==> src/rtl/bin_to_xs3_seq.sv <==
`default_nettype none
// ============================================================================
// Module      : bin_to_xs3_seq
// Description : Iterative double-dabble binary to packed BCD / excess-3
//               converter with valid/ready handshakes on both sides.
// Revision    : 1.0 - initial release
// ============================================================================
module bin_to_xs3_seq #(
    parameter int BIN_W  = 8,
    parameter int DIGITS = 3
) (
    input  logic                  clk,
    input  logic                  rst_n,
    input  logic                  in_valid,
    output logic                  in_ready,
    input  logic [BIN_W-1:0]      bin_in,
    input  logic                  mode,
    output logic                  out_valid,
    input  logic                  out_ready,
    output logic [4*DIGITS-1:0]   dig_out,
    output logic                  busy
);

    localparam int CNT_W = $clog2(BIN_W + 1);
    localparam int ACC_W = 4 * DIGITS;
    localparam logic [CNT_W-1:0] C_LAST_ITER = CNT_W'(BIN_W - 1);

    typedef enum logic [1:0] {
        ST_IDLE = 2'd0,
        ST_CONV = 2'd1,
        ST_FIX  = 2'd2,
        ST_HOLD = 2'd3
    } state_t;

    // True when DIGITS decimal digits can hold the largest BIN_W-bit value.
    function automatic bit digits_fit();
        longint unsigned pow10;
        longint unsigned max_bin;
        pow10 = 64'd1;
        for (int i = 0; i < DIGITS; i++) begin
            if (pow10 < 64'h0100_0000_0000_0000) begin
                pow10 = pow10 * 64'd10;
            end
        end
        max_bin = (BIN_W >= 64) ? '1 : ((64'd1 << BIN_W) - 64'd1);
        return pow10 > max_bin;
    endfunction

    generate
        if (BIN_W < 4) begin : g_bad_bin_w
            $error("bin_to_xs3_seq: BIN_W must be at least 4");
        end
        if (!digits_fit()) begin : g_bad_digits
            $error("bin_to_xs3_seq: DIGITS too small for BIN_W");
        end
    endgenerate

    state_t             r_state;
    logic [BIN_W-1:0]   r_shift;
    logic [ACC_W-1:0]   r_acc;
    logic [CNT_W-1:0]   r_cnt;
    logic               r_mode;
    logic [ACC_W-1:0]   r_dig;
    logic               r_out_valid;

    logic [ACC_W-1:0]   w_adj;
    logic [ACC_W-1:0]   w_xs3;

    generate
        for (genvar d = 0; d < DIGITS; d++) begin : g_digit
            assign w_adj[4*d +: 4] = (r_acc[4*d +: 4] >= 4'd5) ? (r_acc[4*d +: 4] + 4'd3)
                                                                : r_acc[4*d +: 4];
            assign w_xs3[4*d +: 4] = r_acc[4*d +: 4] + 4'd3;
        end
    endgenerate

    always_ff @(posedge clk) begin
        if (!rst_n) begin
            r_state     <= ST_IDLE;
            r_shift     <= '0;
            r_acc       <= '0;
            r_cnt       <= '0;
            r_mode      <= 1'b0;
            r_dig       <= '0;
            r_out_valid <= 1'b0;
        end else begin
            case (r_state)
                ST_IDLE: begin
                    if (in_valid) begin
                        r_shift <= bin_in;
                        r_mode  <= mode;
                        r_acc   <= '0;
                        r_cnt   <= '0;
                        r_state <= ST_CONV;
                    end
                end
                ST_CONV: begin
                    {r_acc, r_shift} <= {w_adj, r_shift} << 1;
                    r_cnt            <= r_cnt + 1'b1;
                    if (r_cnt == C_LAST_ITER) begin
                        r_state <= ST_FIX;
                    end
                end
                ST_FIX: begin
                    r_dig       <= r_mode ? w_xs3 : r_acc;
                    r_out_valid <= 1'b1;
                    r_state     <= ST_HOLD;
                end
                ST_HOLD: begin
                    if (out_ready) begin
                        r_out_valid <= 1'b0;
                        r_state     <= ST_IDLE;
                    end
                end
                default: r_state <= ST_IDLE;
            endcase
        end
    end

    assign in_ready  = (r_state == ST_IDLE) && rst_n;
    assign busy      = (r_state == ST_CONV) || (r_state == ST_FIX);
    assign out_valid = r_out_valid;
    assign dig_out   = r_dig;

endmodule
`default_nettype wire

==> config.mk <==
export PLATFORM = sky130hd
export DESIGN_NAME = bin_to_xs3_seq
export DESIGN_NICKNAME = d
export VERILOG_FILES = /design/src/rtl/bin_to_xs3_seq.sv
export SDC_FILE = /design/constraint.sdc
export NUM_CORES = 1
export LEC_CHECK = 0
export CAP_MARGIN = 20
export CORE_AREA = 2 2 74 55
export DETAILED_ROUTE_END_ITERATION = 10
export DIE_AREA = 0 0 76 57
export GPL_TIMING_DRIVEN = 0
export PLACE_DENSITY = 0.81
export SLEW_MARGIN = 5
export SYNTH_ARGS = -nofsm -noshare
export SYNTH_HDL_FRONTEND = slang
export SYNTH_SLANG_ARGS = --single-unit
==> constraint.sdc <==
create_clock -name clk -period 3.97 [get_ports clk]
set_clock_uncertainty 0.05 [all_clocks]
set_input_delay 0.397 -clock clk [delete_from_list [all_inputs] [get_ports clk]]
set_output_delay 0.397 -clock clk [all_outputs]
set_load 0.01 [all_outputs]
==> impl_metrics.tcl, run 1 <==
set metrics [dict create \
    status "finished, final reports clean" \
    cp-end-kind "output port" \
    die_w_um 76 \
    dieArea_mm2 0.00433 \
    cts_resized 0 \
    post_cts_buffers 0 \
    drtIter0Drc 88 \
    grt_util_met2_pct 34.7 \
    crit_top_cell "clkdlybuf4s50_1" \
    vias 1676 \
    root_buffer "clkbuf_8" \
    design_area_mm2 0.00244 \
    max_clock_freq_mhz 377 \
    ctsHoldBuffers 0 \
    grt.met3_usage_pct 4.43 \
    maxCapViolCount 0 \
    clkTransAtPathRegs_ps 70 \
    drive_gt1_share_pct 9.16 \
    cts_buffers 5 \
    core_area_mm2 0.00368 \
    cp_cell_sequence "clkdlybuf4s50_1, clkbuf_1, and2_1, clkdlybuf4s50_1" \
    gr-total-overflow 0 \
    syn_inst 227 \
    netlist.area_leader.share_pct 39.7 \
    yosysUniqueCellTypes 35 \
    startpoint_type "input pin" \
    syn_avg_cell_area_um2 8.88 \
    rows 19 \
    final_cells 314 \
    ys_top_cells_by_count "dfxtp_1 (40), nand2_1 (27), o21ai_0 (21), nor2_1 (13)" \
    clock_sinks 40 \
    register_area_um2 801 \
    hold_viol 0 \
    critical_path_class "input pin to output port" \
    grt_max_degree 12 \
    period_needed_ps 2650 \
    totalWireLength_um 4340 \
    met1_usage_pct 28.8 \
    cts_max_path_buffers 2 \
    post-route-period-util_pct 66.8 \
    clock_latency_ps 290 \
    grtUsageTotal_pct 21.3 \
    grt_antenna_before_repair 0 \
    netlist_area_mm2 0.00202 \
    max-vdd-ir-drop_mv 0.409 \
    slowest_stage "clkdlybuf4s50_1" \
    n_antenna_cell 0 \
    slew_viol_final 0 \
    synth_edf_count 0 \
    area_growth_pct 21.1 \
    wire_per_inst_um 13.8 \
    place.port_buffers 27 \
    power.density_mw_per_mm2 591 \
    grt_first_pass_wirelength_um 7260 \
    synth-main-ff-cell "dfxtp_1" \
    cp_max_fo 10 \
    slew_headroom_pct 62.5 \
    hp-class "flip-flop to flip-flop" \
    dp.final_hpwl_um 3020 \
    p_leak_nw 0.967 \
    grt_pass1_vias 1540 \
    finalSetupTns_ps 0 \
    drtPass1Iterations 4 \
    max_stage_delay_ps 640 \
    drc_errors 0 \
    synth_top_area_cell "dfxtp_1" \
    synth-seq-cells 40 \
    setup_viol 0 \
    p_total_mw 1.44 \
    placed_cells 306 \
    grt_busiest_layer "met2" \
    ant_nets 0 \
    cts-htree-levels 2 \
    ioPinCount 28 \
    die_h_um 57 \
    rsz0062_at_grt "no" \
    vias_per_cell 5.34 \
    multi_input_area_mm2 0.00111 \
    nets 285 \
    yosysMostFrequentCell "dfxtp_1" \
    nFillCells 320 \
    worst_pin_slew_ps 563 \
    synth_nets 251 \
    synth_warnings 0 \
    cp.required_ps 3520 \
    gp_congestion 0.809 \
    synth.area.top_cells "dfxtp_1 (40%), ha_1 (6.8%), o21ai_0 (5.2%), nand2_1 (5.0%), o211a_1 (4.5%)" \
    initial_core_util_pct 54.7 \
    ys_seq_area_share_pct 39.7 \
    cts_tree "yes" \
    place_area_mm2 0.00235 \
    crit_arrival_ps 2210 \
    async_reset_ff_share_pct 0 \
]
-- flip-flops by register name (all words and copies together) (netlist names) --
name,count
r_mode,1
dig_out,12
r_state,2
r_shift,8
r_cnt,4
out_valid,1
r_acc,12
-- logic make-up (layout without fill, tap and decap cells) --
| family | count (synthesis) | count (layout) | synth area share [%] |
|---|---|---|---|
| adders and majority gates | 11 | 11 | 6.83 |
| DFF | 40 | 40 | 39.7 |
| AOI/OAI and AO/OA | 58 | 58 | 18.6 |
| xor gates and xnor gates | 16 | 16 | 6.95 |
| buffers and inverters | 22 | 57 | 5.03 |
| muxes | 10 | 10 | 5.83 |
| and+or+nand+nor | 70 | 70 | 17.1 |
-- layout make-up --
cell class | instances | area share [%]
sequential | 40 | 32.8
clock buffer | 8 | 3.69
inverter | 10 | 1.54
buffer | 12 | 2.61
timing repair buffer | 27 | 11.1
tap | 52 | 2.67
multi-input combinational | 165 | 45.6
-- final timing paths --
check	endpoint	slack, ps	start	cells past startpoint
setup / recovery	in_ready	1320	rst_n	4
hold / removal	dig_out[10]	430	dig_out[10]	1
hold reg to reg	dig_out[10]	430	dig_out[10]	1
setup reg to reg	r_state[0]	2190	r_state[0]	6
-- placed cells by master (no fill, tap or decap), drive strengths merged --
cell type	Yosys	final
inv	10	10
nand4	1	1
xor2	7	7
dfxtp	40	40
o211ai	3	3
o31ai	2	2
nor2	13	13
o22ai	5	5
or2	1	1
nand3	3	3
a21oi	11	11
a21boi	3	3
o21ai	21	21
a22oi	3	3
nand2b	4	4
buf	8	8
nand3b	1	1
ha	11	11
mux2i	6	6
nand2	28	28
nor3b	2	2
a222oi	1	1
clkbuf	4	12
xnor2	9	9
and3	2	2
and2	4	4
nor2b	11	11
mux2	4	4
o211a	9	9
clkdlybuf4s50	0	27
-- report_power, final --
part	internal (mW)	switching, mW	total (mW)
combinational	0.294	0.313	0.607
sequential	0.497	0.0593	0.556
clock	0.142	0.137	0.279
total	0.932	0.510	1.44
-- per-stage QoR --
| stage | setup WS (ps) | hold WS, ps | utilization (%) |
|---|---|---|---|
| 4_1_cts | 1330 | 435 | 66.2 |
| 3_5_place_dp | 1350 | 417 | 63.8 |
| 3_3_place_gp | 1310 | 410 | 63.8 |
| 5_1_grt | 1220 | 451 | 66.2 |
| 2_1_floorplan | 2390 | 415 | - |
| 6_report | 1320 | 429 | 66.2 |
-- metal layers --
metal | vias up | routed length, um
met2 | 43 | 1920
met5 | - | 0
met1 | 780 | 2110
met3 | 7 | 259
li1 | 846 | -
met4 | 0 | 56
-- critical path: cells and delay by family --
kind / cells / cell delay, ps
and+or+nand+nor: 1 / 200
buffers and inverters: 3 / 1600
No activity file was read; power rests on OpenSTA's default activity.
==> run 2, diff against run 1 <==
CORE_AREA = 2 2 77 57   (was 2 2 74 55)
DIE_AREA = 0 0 79 59   (was 0 0 76 57)
PLACE_DENSITY = 0.76   (was 0.81)
clock period = 2.6 ns   (was 3.97 ns; I/O delays follow)
==> run 2 against run 1 <==
Compared with the run above: sequential share of layout area decreased by 0.28 points; hold slack improved by 5.5 ps; critical path depth unchanged; die area increased by 7.6%; global-route usage increased by 0.50 points; setup slack got worse by 1100 ps; first-iteration DRC count decreased by 4.5%; count of clock-buffer cells in the layout decreased by 3; clock power increased by 85%; critical path type unchanged; largest cell class unchanged.
==> impl_metrics.tcl, run 2 (synthesis results as in run 1) <==
set metrics [dict create \
    core_area_mm2 0.00385 \
    final_common_cell "dfxtp_1" \
    grt_antenna_before_repair 0 \
    worstHoldStart "dig_out[2]" \
    max_clock_freq_mhz 420 \
    nets 285 \
    place.port_buffers 27 \
    gp_congestion 0.790 \
    area_growth_pct 22.2 \
    post_cts_buffers 0 \
    root_buffer "clkbuf_8" \
    slew_headroom_pct 63.9 \
    die_w_um 79 \
    period_needed_ps 2380 \
    vias 1661 \
    clkTransAtPathRegs_ps 80 \
    postLayoutCoreUtil_pct 63.9 \
    grt_first_pass_wirelength_um 7680 \
    totalWireLength_um 4450 \
    finalWorstSetupSlack_ps 222 \
    setup_viol 0 \
    drc_errors 0 \
    critical_path_class "input pin to output port" \
    power.density_mw_per_mm2 932 \
    max-vdd-ir-drop_mv 0.537 \
    startpoint_type "input pin" \
    drive_gt1_share_pct 9.92 \
    initial_core_util_pct 52.3 \
    ioPinCount 28 \
    reg2reg_depth 6 \
    p_leak_nw 0.976 \
    grt_max_degree 14 \
    hp-class "flip-flop to flip-flop" \
    r2r_setup_slack_ps 830 \
    startpoint "rst_n" \
    r2r_end "r_state[0]" \
    wire_per_inst_um 14.2 \
    die_h_um 59 \
    rows 19 \
    place_ws_ps 204 \
    drtIter0Drc 84 \
    cp.required_ps 2290 \
    slew_viol_final 0 \
    dieArea_mm2 0.00466 \
    r2r_start "r_state[0]" \
    nFillCells 349 \
    cts_buffers 5 \
    mostFrequentLayoutCells "dfxtp_1 (40), nand2_1 (27), clkdlybuf4s50_1 (27), o21ai_0 (21), nor2_1 (13)" \
    rsz0062_at_grt "no" \
    hold_viol 0 \
    clock_sinks 40 \
    vias_per_cell 5.29 \
    endpoint "in_ready" \
    grt_pass1_vias 1579 \
    maxCapViolCount 0 \
    drtPass1Iterations 5 \
    worst_pin_slew_ps 541 \
    p_total_mw 2.30 \
    cts_resized 0 \
    ant_nets 0 \
    cp_max_fo 10 \
    cts_max_path_buffers 2 \
    dp.final_hpwl_um 3080 \
    clock_latency_ps 310 \
    n_antenna_cell 0 \
    crit_arrival_ps 2070 \
    cts_tree "yes" \
    finalSetupTns_ps 0 \
    post-route-period-util_pct 91.5 \
    gr-total-overflow 0 \
    cp-end-kind "output port" \
    status "finished, final reports clean" \
    grtUsageTotal_pct 21.8 \
    cts-htree-levels 2 \
    ctsHoldBuffers 0 \
]
run 2: cell count changes in the layout (fill, tap and decap cells not counted):
cell	change
clkinvlp_4	+1
bufinv_16	+1
clkbuf_8	-1
clkbuf_1	-2
clkinv_2	+1
run 2: worst min-delay path by stage:
| stage | to | slack [ps] | cells after the start |
|---|---|---|---|
| after detailed placement | dig_out[10] | 420 | 1 |
| after global routing | dig_out[0] | 470 | 1 |
| after floorplan | r_state[1] | 360 | 2 |
| after CTS | dig_out[10] | 440 | 1 |
| after global placement | dig_out[8] | 410 | 1 |
| final | dig_out[2] | 430 | 1 |
run 2: final cells by class:
cell class | instances | area [um2] | share of cell area [%]
buffer | 12 | 63.8 | 2.59
timing repair buffer | 27 | 270 | 11.0
sequential | 40 | 801 | 32.5
tap | 52 | 65.1 | 2.64
clock buffer | 5 | 68.8 | 2.79
multi-input combinational | 165 | 1110 | 45.2
clock inverter | 3 | 42.5 | 1.73
inverter | 10 | 37.5 | 1.52
run 2: critical path, cell delays in order:
cell             delay [ps]
clkdlybuf4s50_1         650
clkbuf_1                430
and2_1                  200
clkdlybuf4s50_1         520
run 2: metal layers:
| layer | routed length, um | GRT usage [%] | vias up |
|---|---|---|---|
| met4 | 73 | 8.37 | 0 |
| met3 | 215 | 4.88 | 6 |
| met1 | 2220 | 30.0 | 769 |
| met2 | 1950 | 33.8 | 44 |
| met5 | 0 | 0 | - |
| li1 | - | - | 842 |
run 2: metrics by stage:
step                std cells  hold WS, ps  cell area [um2]
global route              314          469             2460
detailed placement        306          421             2350
finish                    314          435             2460
floorplan                 227          358             2020
global placement          306          410             2350
CTS                       314          439             2460
run 2: power by group:
group / switching, mW / total [mW] / internal [mW]
logic: 0.480 / 0.928 / 0.448
registers: 0.0923 / 0.851 / 0.758
clock network: 0.233 / 0.517 / 0.284
total: 0.805 / 2.30 / 1.49
